--- src/rtl/sram_arbiter_pkg.sv ---
// Shared encodings for the SRAM arbiter: FSM states, owner ids and default wait count.
package sram_arbiter_pkg;

    localparam int REG_WIDTH         = 32;
    localparam int INST_ADDR_WIDTH   = 32;
    localparam int SRAM_WAIT_DEFAULT = 1;

    typedef enum logic [1:0] {
        SRAM_IDLE   = 2'd0,
        SRAM_ACCESS = 2'd1,
        SRAM_DONE   = 2'd2
    } sram_state_t;

    typedef enum logic {
        OWNER_INST = 1'b0,
        OWNER_DATA = 1'b1
    } owner_t;

endpackage

--- src/rtl/sram_arbiter.sv ---
// Arbitrates fetch and mem-stage requests onto one single-port asynchronous SRAM,
// sequencing the multi-cycle strobe timing and returning a one-cycle ack per access.
module sram_arbiter
    import sram_arbiter_pkg::*;
#(
    parameter int WAIT_CYCLES = SRAM_WAIT_DEFAULT,
    parameter int SRAM_AW     = 20
) (
    input  logic                       clk,
    input  logic                       rst,
    input  logic                       inst_req_i,
    input  logic [INST_ADDR_WIDTH-1:0] inst_addr_i,
    output logic [REG_WIDTH-1:0]       inst_rdata_o,
    output logic                       inst_ack_o,
    input  logic                       data_req_i,
    input  logic                       data_we_i,
    input  logic [REG_WIDTH-1:0]       data_addr_i,
    input  logic [3:0]                 data_sel_i,
    input  logic [REG_WIDTH-1:0]       data_wdata_i,
    output logic [REG_WIDTH-1:0]       data_rdata_o,
    output logic                       data_ack_o,
    input  logic                       flush_i,
    output logic                       pause_if_o,
    output logic                       pause_mem_o,
    output logic [SRAM_AW-1:0]         sram_addr_o,
    output logic [REG_WIDTH-1:0]       sram_wdata_o,
    output logic                       sram_wdata_oe_o,
    input  logic [REG_WIDTH-1:0]       sram_rdata_i,
    output logic                       sram_ce_n_o,
    output logic                       sram_oe_n_o,
    output logic                       sram_we_n_o,
    output logic [3:0]                 sram_be_n_o
);

    localparam int CNT_W = (WAIT_CYCLES < 1) ? 1 : $clog2(WAIT_CYCLES + 1);

    sram_state_t      state;
    owner_t           owner;
    logic             we_q;
    logic             flushed;
    logic             inst_ack_q;
    logic [CNT_W-1:0] cnt;
    logic             grant_write;
    logic             unused_addr_bits;

    assign grant_write = data_req_i & data_we_i;

    // Only the word address reaches the SRAM; byte offset and high bits are dropped.
    assign unused_addr_bits = ^{inst_addr_i[INST_ADDR_WIDTH-1:SRAM_AW+2], inst_addr_i[1:0],
                                data_addr_i[REG_WIDTH-1:SRAM_AW+2], data_addr_i[1:0]};

    assign inst_ack_o  = inst_ack_q & ~flush_i;
    assign pause_if_o  = inst_req_i & ~inst_ack_o;
    assign pause_mem_o = data_req_i & ~data_ack_o;

    always_ff @(posedge clk) begin
        if (rst) begin
            state           <= SRAM_IDLE;
            owner           <= OWNER_INST;
            we_q            <= 1'b0;
            flushed         <= 1'b0;
            cnt             <= '0;
            inst_ack_q      <= 1'b0;
            data_ack_o      <= 1'b0;
            inst_rdata_o    <= '0;
            data_rdata_o    <= '0;
            sram_addr_o     <= '0;
            sram_wdata_o    <= '0;
            sram_wdata_oe_o <= 1'b0;
            sram_ce_n_o     <= 1'b1;
            sram_oe_n_o     <= 1'b1;
            sram_we_n_o     <= 1'b1;
            sram_be_n_o     <= 4'hF;
        end else begin
            inst_ack_q <= 1'b0;
            data_ack_o <= 1'b0;
            case (state)
                SRAM_IDLE: begin
                    // Data wins a tie so a stalled mem stage never starves behind fetch.
                    if (data_req_i || inst_req_i) begin
                        owner           <= data_req_i ? OWNER_DATA : OWNER_INST;
                        we_q            <= grant_write;
                        sram_addr_o     <= data_req_i ? data_addr_i[SRAM_AW+1:2]
                                                      : inst_addr_i[SRAM_AW+1:2];
                        if (data_req_i) begin
                            sram_wdata_o <= data_wdata_i;
                        end
                        sram_wdata_oe_o <= grant_write;
                        sram_ce_n_o     <= 1'b0;
                        sram_oe_n_o     <= grant_write;
                        sram_we_n_o     <= ~grant_write;
                        sram_be_n_o     <= grant_write ? ~data_sel_i : 4'h0;
                        cnt             <= CNT_W'(WAIT_CYCLES);
                        flushed         <= 1'b0;
                        state           <= SRAM_ACCESS;
                    end
                end
                SRAM_ACCESS: begin
                    if (owner == OWNER_INST && flush_i) begin
                        flushed <= 1'b1;
                    end
                    if (cnt == '0) begin
                        sram_ce_n_o     <= 1'b1;
                        sram_oe_n_o     <= 1'b1;
                        sram_we_n_o     <= 1'b1;
                        sram_be_n_o     <= 4'hF;
                        sram_wdata_oe_o <= 1'b0;
                        if (owner == OWNER_DATA) begin
                            data_rdata_o <= sram_rdata_i;
                            data_ack_o   <= 1'b1;
                        end else begin
                            inst_rdata_o <= sram_rdata_i;
                            inst_ack_q   <= ~(flushed | flush_i);
                        end
                        state <= SRAM_DONE;
                    end else begin
                        cnt <= cnt - 1'b1;
                        // Release we_n one cycle early so data and address are held past it.
                        if (we_q && cnt == CNT_W'(1)) begin
                            sram_we_n_o <= 1'b1;
                        end
                    end
                end
                SRAM_DONE: begin
                    state <= SRAM_IDLE;
                end
                default: begin
                    state <= SRAM_IDLE;
                end
            endcase
        end
    end

endmodule

--- config.mk ---
export PLATFORM = sky130hd
export DESIGN_NAME = sram_arbiter
export DESIGN_NICKNAME = d
export VERILOG_FILES = /design/src/rtl/sram_arbiter_pkg.sv /design/src/rtl/sram_arbiter.sv
export SDC_FILE = /design/constraint.sdc
export NUM_CORES = 1
export LEC_CHECK = 0
export CORE_MARGIN = 2
export CORE_UTILIZATION = 42
export CTS_CLUSTER_SIZE = 25
export DETAILED_ROUTE_END_ITERATION = 8
export PLACE_DENSITY = 0.94
export SETUP_SLACK_MARGIN = 0.02
export SLEW_MARGIN = 0
export SYNTH_ARGS = -nofsm -noshare
export SYNTH_HDL_FRONTEND = slang
export SYNTH_SLANG_ARGS = --single-unit
export TNS_END_PERCENT = 100
--- constraint.sdc ---
create_clock -name clk -period 3.7 [get_ports clk]
set_input_delay 0.555 -clock clk [delete_from_list [all_inputs] [get_ports clk]]
set_output_delay 0.555 -clock clk [all_outputs]
set_load 0.02 [all_outputs]
Word-level counts from Yosys, hierarchy flattened

Index checks and enable logic that the tools add are counted.
Widths: inputs -> output; s select.

Output and inout bits: 128
Register bits after elaboration: 132

Add/sub/neg operators: 1
Bitwise logic cells: 14
Reduce and logical (&&, ||, !) cells: 16
Equality and inequality tests: 5
Multiplexer cells: 26

Operator list:

| cell                | number |
|---|---|
| $mux 20             | 1 |
| $reduce_and 3->1    | 6 |
| $mux 1              | 12 |
| $mux 4              | 3 |
| $pmux 1 s2          | 6 |
| $not 1->1           | 8 |
| $pmux 4 s2          | 1 |
| $ne 2x2->1 const B  | 3 |
| $reduce_and 2->1    | 3 |
| $and 1x1->1         | 4 |
| $mux 2              | 2 |
| $not 4->4           | 1 |
| $pmux 2 s2          | 1 |
| $reduce_or 4->1     | 1 |
| $ne 3x3->1 const B  | 1 |
| $reduce_or 3->1     | 1 |
| $eq 2x1->1 const B  | 1 |
| $logic_and 1x1->1   | 2 |
| $logic_not 2->1     | 1 |
| $reduce_bool 2->1   | 1 |
| $logic_or 1x1->1    | 1 |
| $or 1x1->1          | 1 |
| $sub 1x1->1 const B | 1 |

Logic depth before layout (Yosys ltp)

Word-level depth: 4
Mapped depth: 6
Gate-level depth less buffers: 3

Least setup slack after synthesis

No wires, ideal clock.

Path type: input to output
Start point: input data_req_i
End point: output pause_mem_o
Stages on the path: 3
Slack: 1.807 ns
Buffers on the path: 2
Data arrival time: 1.338 ns
Cell sequence: buf_2 -> buf_2 -> nor2b_1

Word-level cells in the longest chain between the ends: 1

RTL lines:

| element            | line               | text |
|---|---|---|
| start: declaration | sram_arbiter.sv:15 | `input logic data_req_i,` |
| $and 1x1->1        | sram_arbiter.sv:54 | `assign pause_mem_o = data_req_i & ~data_ack_o;` |
| end: declaration   | sram_arbiter.sv:24 | `output logic pause_mem_o,` |

Every way passes these cells.

Worst setup path after layout

Start point: input flush_i
End point: output pause_if_o

Word-level cells in the longest chain between the ends: 4

RTL lines:

| element            | line               | text |
|---|---|---|
| start: declaration | sram_arbiter.sv:22 | `input logic flush_i,` |
| $not 1->1          | sram_arbiter.sv:52 | `assign inst_ack_o = inst_ack_q & ~flush_i;` |
| $and 1x1->1        | sram_arbiter.sv:52 |  |
| $not 1->1          | sram_arbiter.sv:53 | `assign pause_if_o = inst_req_i & ~inst_ack_o;` |
| $and 1x1->1        | sram_arbiter.sv:53 |  |
| end: declaration   | sram_arbiter.sv:23 | `output logic pause_if_o,` |

Every way passes these cells.

==> results.yml <==
outcome:
  status: "finished clean"
global_routing:
  grt.total_usage_pct: 22.3
  grt_pass1_vias: 4453
  antenna_found_initial: 0
  overflow: 0
  grt_max_degree: 78
  grt_pass1_wl_um: 22600
sta:
  worst-slew-pin-transition_ns: 0.799
  finClkSkew_ns: 0.00466
  period_needed_ns: 2.53
  rsz0062_at_grt: "false"
  setup_tns_ns: 0
  finalHoldViolCount: 0
  max_slew_margin_pct: 46.7
  fmax_ghz: 0.395
  setup_viol: 0
  timing.final.crit_share_pct: 68.4
  maxSlewViolCount: 0
job:
  max-cap-violations: 0
clock_tree:
  clk_latency_ns: 0.40
  clk_pin_slew_ns: 0.05
  htreeDepth: 4
  postCtsSetupBuffers: 0
  cts_resized: 0
  cts_tree: "built"
  root_buffer: "clkbuf_16"
  cts_buffer_depth: 2
  cts_buffers: 17
  cts_hold_buf: 0
  numClockSinks: 132
route:
  firstDrtPassIters: 4
  drtIter0Drc: 380
  vias: 4659
  routed.top_layer: "met4"
  vias_per_cell: 5.02
  drcViolationCount: 0
  wl_met1_um: 5700
  antenna_left: 0
  met2WireLength_um: 7140
  totalWireLength_um: 14200
  route.met3.wl_um: 1020
  wl_per_cell_um: 15.3
layout:
  n_antenna_cell: 0
  drive_above_1_share_pct: 5.22
  multi_input_area_mm2: 0.00203
  fin_cells: 928
  fin_nets: 911
  area_growth_pct: 60.8
  num-fill-cells: 880
  seqCellArea_mm2: 0.00264
place:
  dp_hpwl_um: 9890
  port-buffer-count: 241
  gp_congestion: 0.782
  dp_cells: 897
yosys:
  ys_warn_count: 0
  synth_edf_count: 0
  synthMostInstantiatedCell: "nand2_1"
  netlist_area_mm2: 0.00493
  async_flop_share_pct: 0
  synth_cells: 550
  synth_area_per_cell_um2: 8.97
  yosys-top-cells-area: "dfxtp_1, mux2i_1, nand2_1"
  synthesis.nets: 688
  synth-seq-cells: 132
  synthDominantCellAreaShare_pct: 53.6
  synth_top_area_cell: "dfxtp_1"
  synth-main-ff-cell: "dfxtp_1"
  yosysSeqAreaShare_pct: 53.6
  synth_cell_type_count: 29
  yosys-top-cells-count: "nand2_1, dfxtp_1, a21oi_1"
power:
  powerDensity_mw_per_mm2: 498
  p_leak_uw: 0.00297
  vdd_drop_max_mv: 0.338
worst_hold_path:
  hold_path_class: "reg -> reg"
  whs_path_depth: 2
  hold_start: "data_rdata_o[24]$_SDFFE_PP0P_"
  min_to: "data_rdata_o[24]$_SDFFE_PP0P_"
die:
  core_mm2: 0.0114
  die_h_um: 112
  ios: 266
  start_util_pct: 43.2
  fp.dieW_um: 112
  core.rowCount: 39
  die-area_mm2: 0.0126
critical_path:
  rr_startpoint: "state[0]$_SDFFE_PP0P_"
  r2r_cells: 3
  worstPathArrival_ns: 1.98
  critPathCaptureType: "output pin"
  rrSetupSlack_ns: 1.94
  crit_path_start_kind: "input port"
  required_ns: 3.14
  path_max_fanout: 3
  rr_endpoint: "data_rdata_o[5]$_SDFFE_PP0P_"
  path_class: "in -> out"
==> cells in the final DEF (no fill, tap or decap), types with 3 or more instances in the layout <==
cell             instances
nand2_1                135
mux2i_1                 52
a21oi_1                 90
buf_4                   10
a211oi_1                20
clkbuf_8                 4
clkbuf_1                 6
clkbuf_16               17
o21ai_0                  5
nor2_1                  38
o221ai_1                 3
dfxtp_1                132
nor2b_1                  4
clkdlybuf4s50_1        240
inv_1                    6
==> cell type report <==
type,count,area share [%]
Clock buffer,27,6.34
Timing Repair Buffer,250,31.2
Multi-Input combinational cell,366,25.7
Clock inverter,4,0.884
Sequential cell,132,33.3
Inverter,6,0.284
Tap cell,143,2.26
==> registers in the layout, indices dropped and copies added (netlist names), 2 cells and up <==
name          flops
data_rdata_o     32
inst_rdata_o     32
sram_addr_o      20
sram_be_n_o       4
sram_wdata_o     32
state             2
==> through the flow <==
stage          hold WS (ns)  utilization (%)  area [um^2]  total power, uW  worst slack, ns
2_1_floorplan         0.443                -         4930             1990             1.81
3_3_place_gp          0.441             64.4         7360             2340             1.01
3_5_place_dp          0.445             64.4         7360             2360            0.949
4_1_cts               0.452             69.4         7930             3980             1.15
5_1_grt               0.464             69.4         7930             4120             1.08
6_report              0.450             69.4         7930             3940             1.17
==> where the power goes <==
group          switching [uW]  internal, uW  total (uW)
clock                     557          1060        1620
sequential               59.9          1520        1580
combinational             370           375         745
==> routing by layer <==
layer | GRT usage (%) | vias to the layer above
li1 | - | 2295
met1 | 26.3 | 2150
met2 | 37.9 | 186
met3 | 6.86 | 28
met4 | 9.35 | 0
met5 | 0 | -
==> cells by family (layout without fill, tap and decap cells) <==
logic type	Yosys count	after routing	share of synthesized area [%]
simple gates	190	190	16.4
flops	132	132	53.6
compound gates	124	124	14.2
mux	52	52	10.6
buf+inv	52	287	5.28
==> worst max path at each step <==
stage | start | endpoint | slack (ns) | cells after the start
3_3_place_gp | data_req_i | sram_wdata_o[11]$_SDFFE_PP0P_ | 1.01 | 6
6_report | flush_i | pause_if_o | 1.17 | 4
4_1_cts | flush_i | pause_if_o | 1.15 | 4
2_1_floorplan | data_req_i | pause_mem_o | 1.81 | 3
3_5_place_dp | data_req_i | sram_wdata_o[24]$_SDFFE_PP0P_ | 0.95 | 6
5_1_grt | flush_i | pause_if_o | 1.08 | 4
==> worst max-delay path: stages <==
cell and delay [ns]:
clkdlybuf4s50_1 0.58, nor2b_1 0.11, nor2b_1 0.12, clkdlybuf4s50_1 0.62
Power figures use the tool's default switching activity.
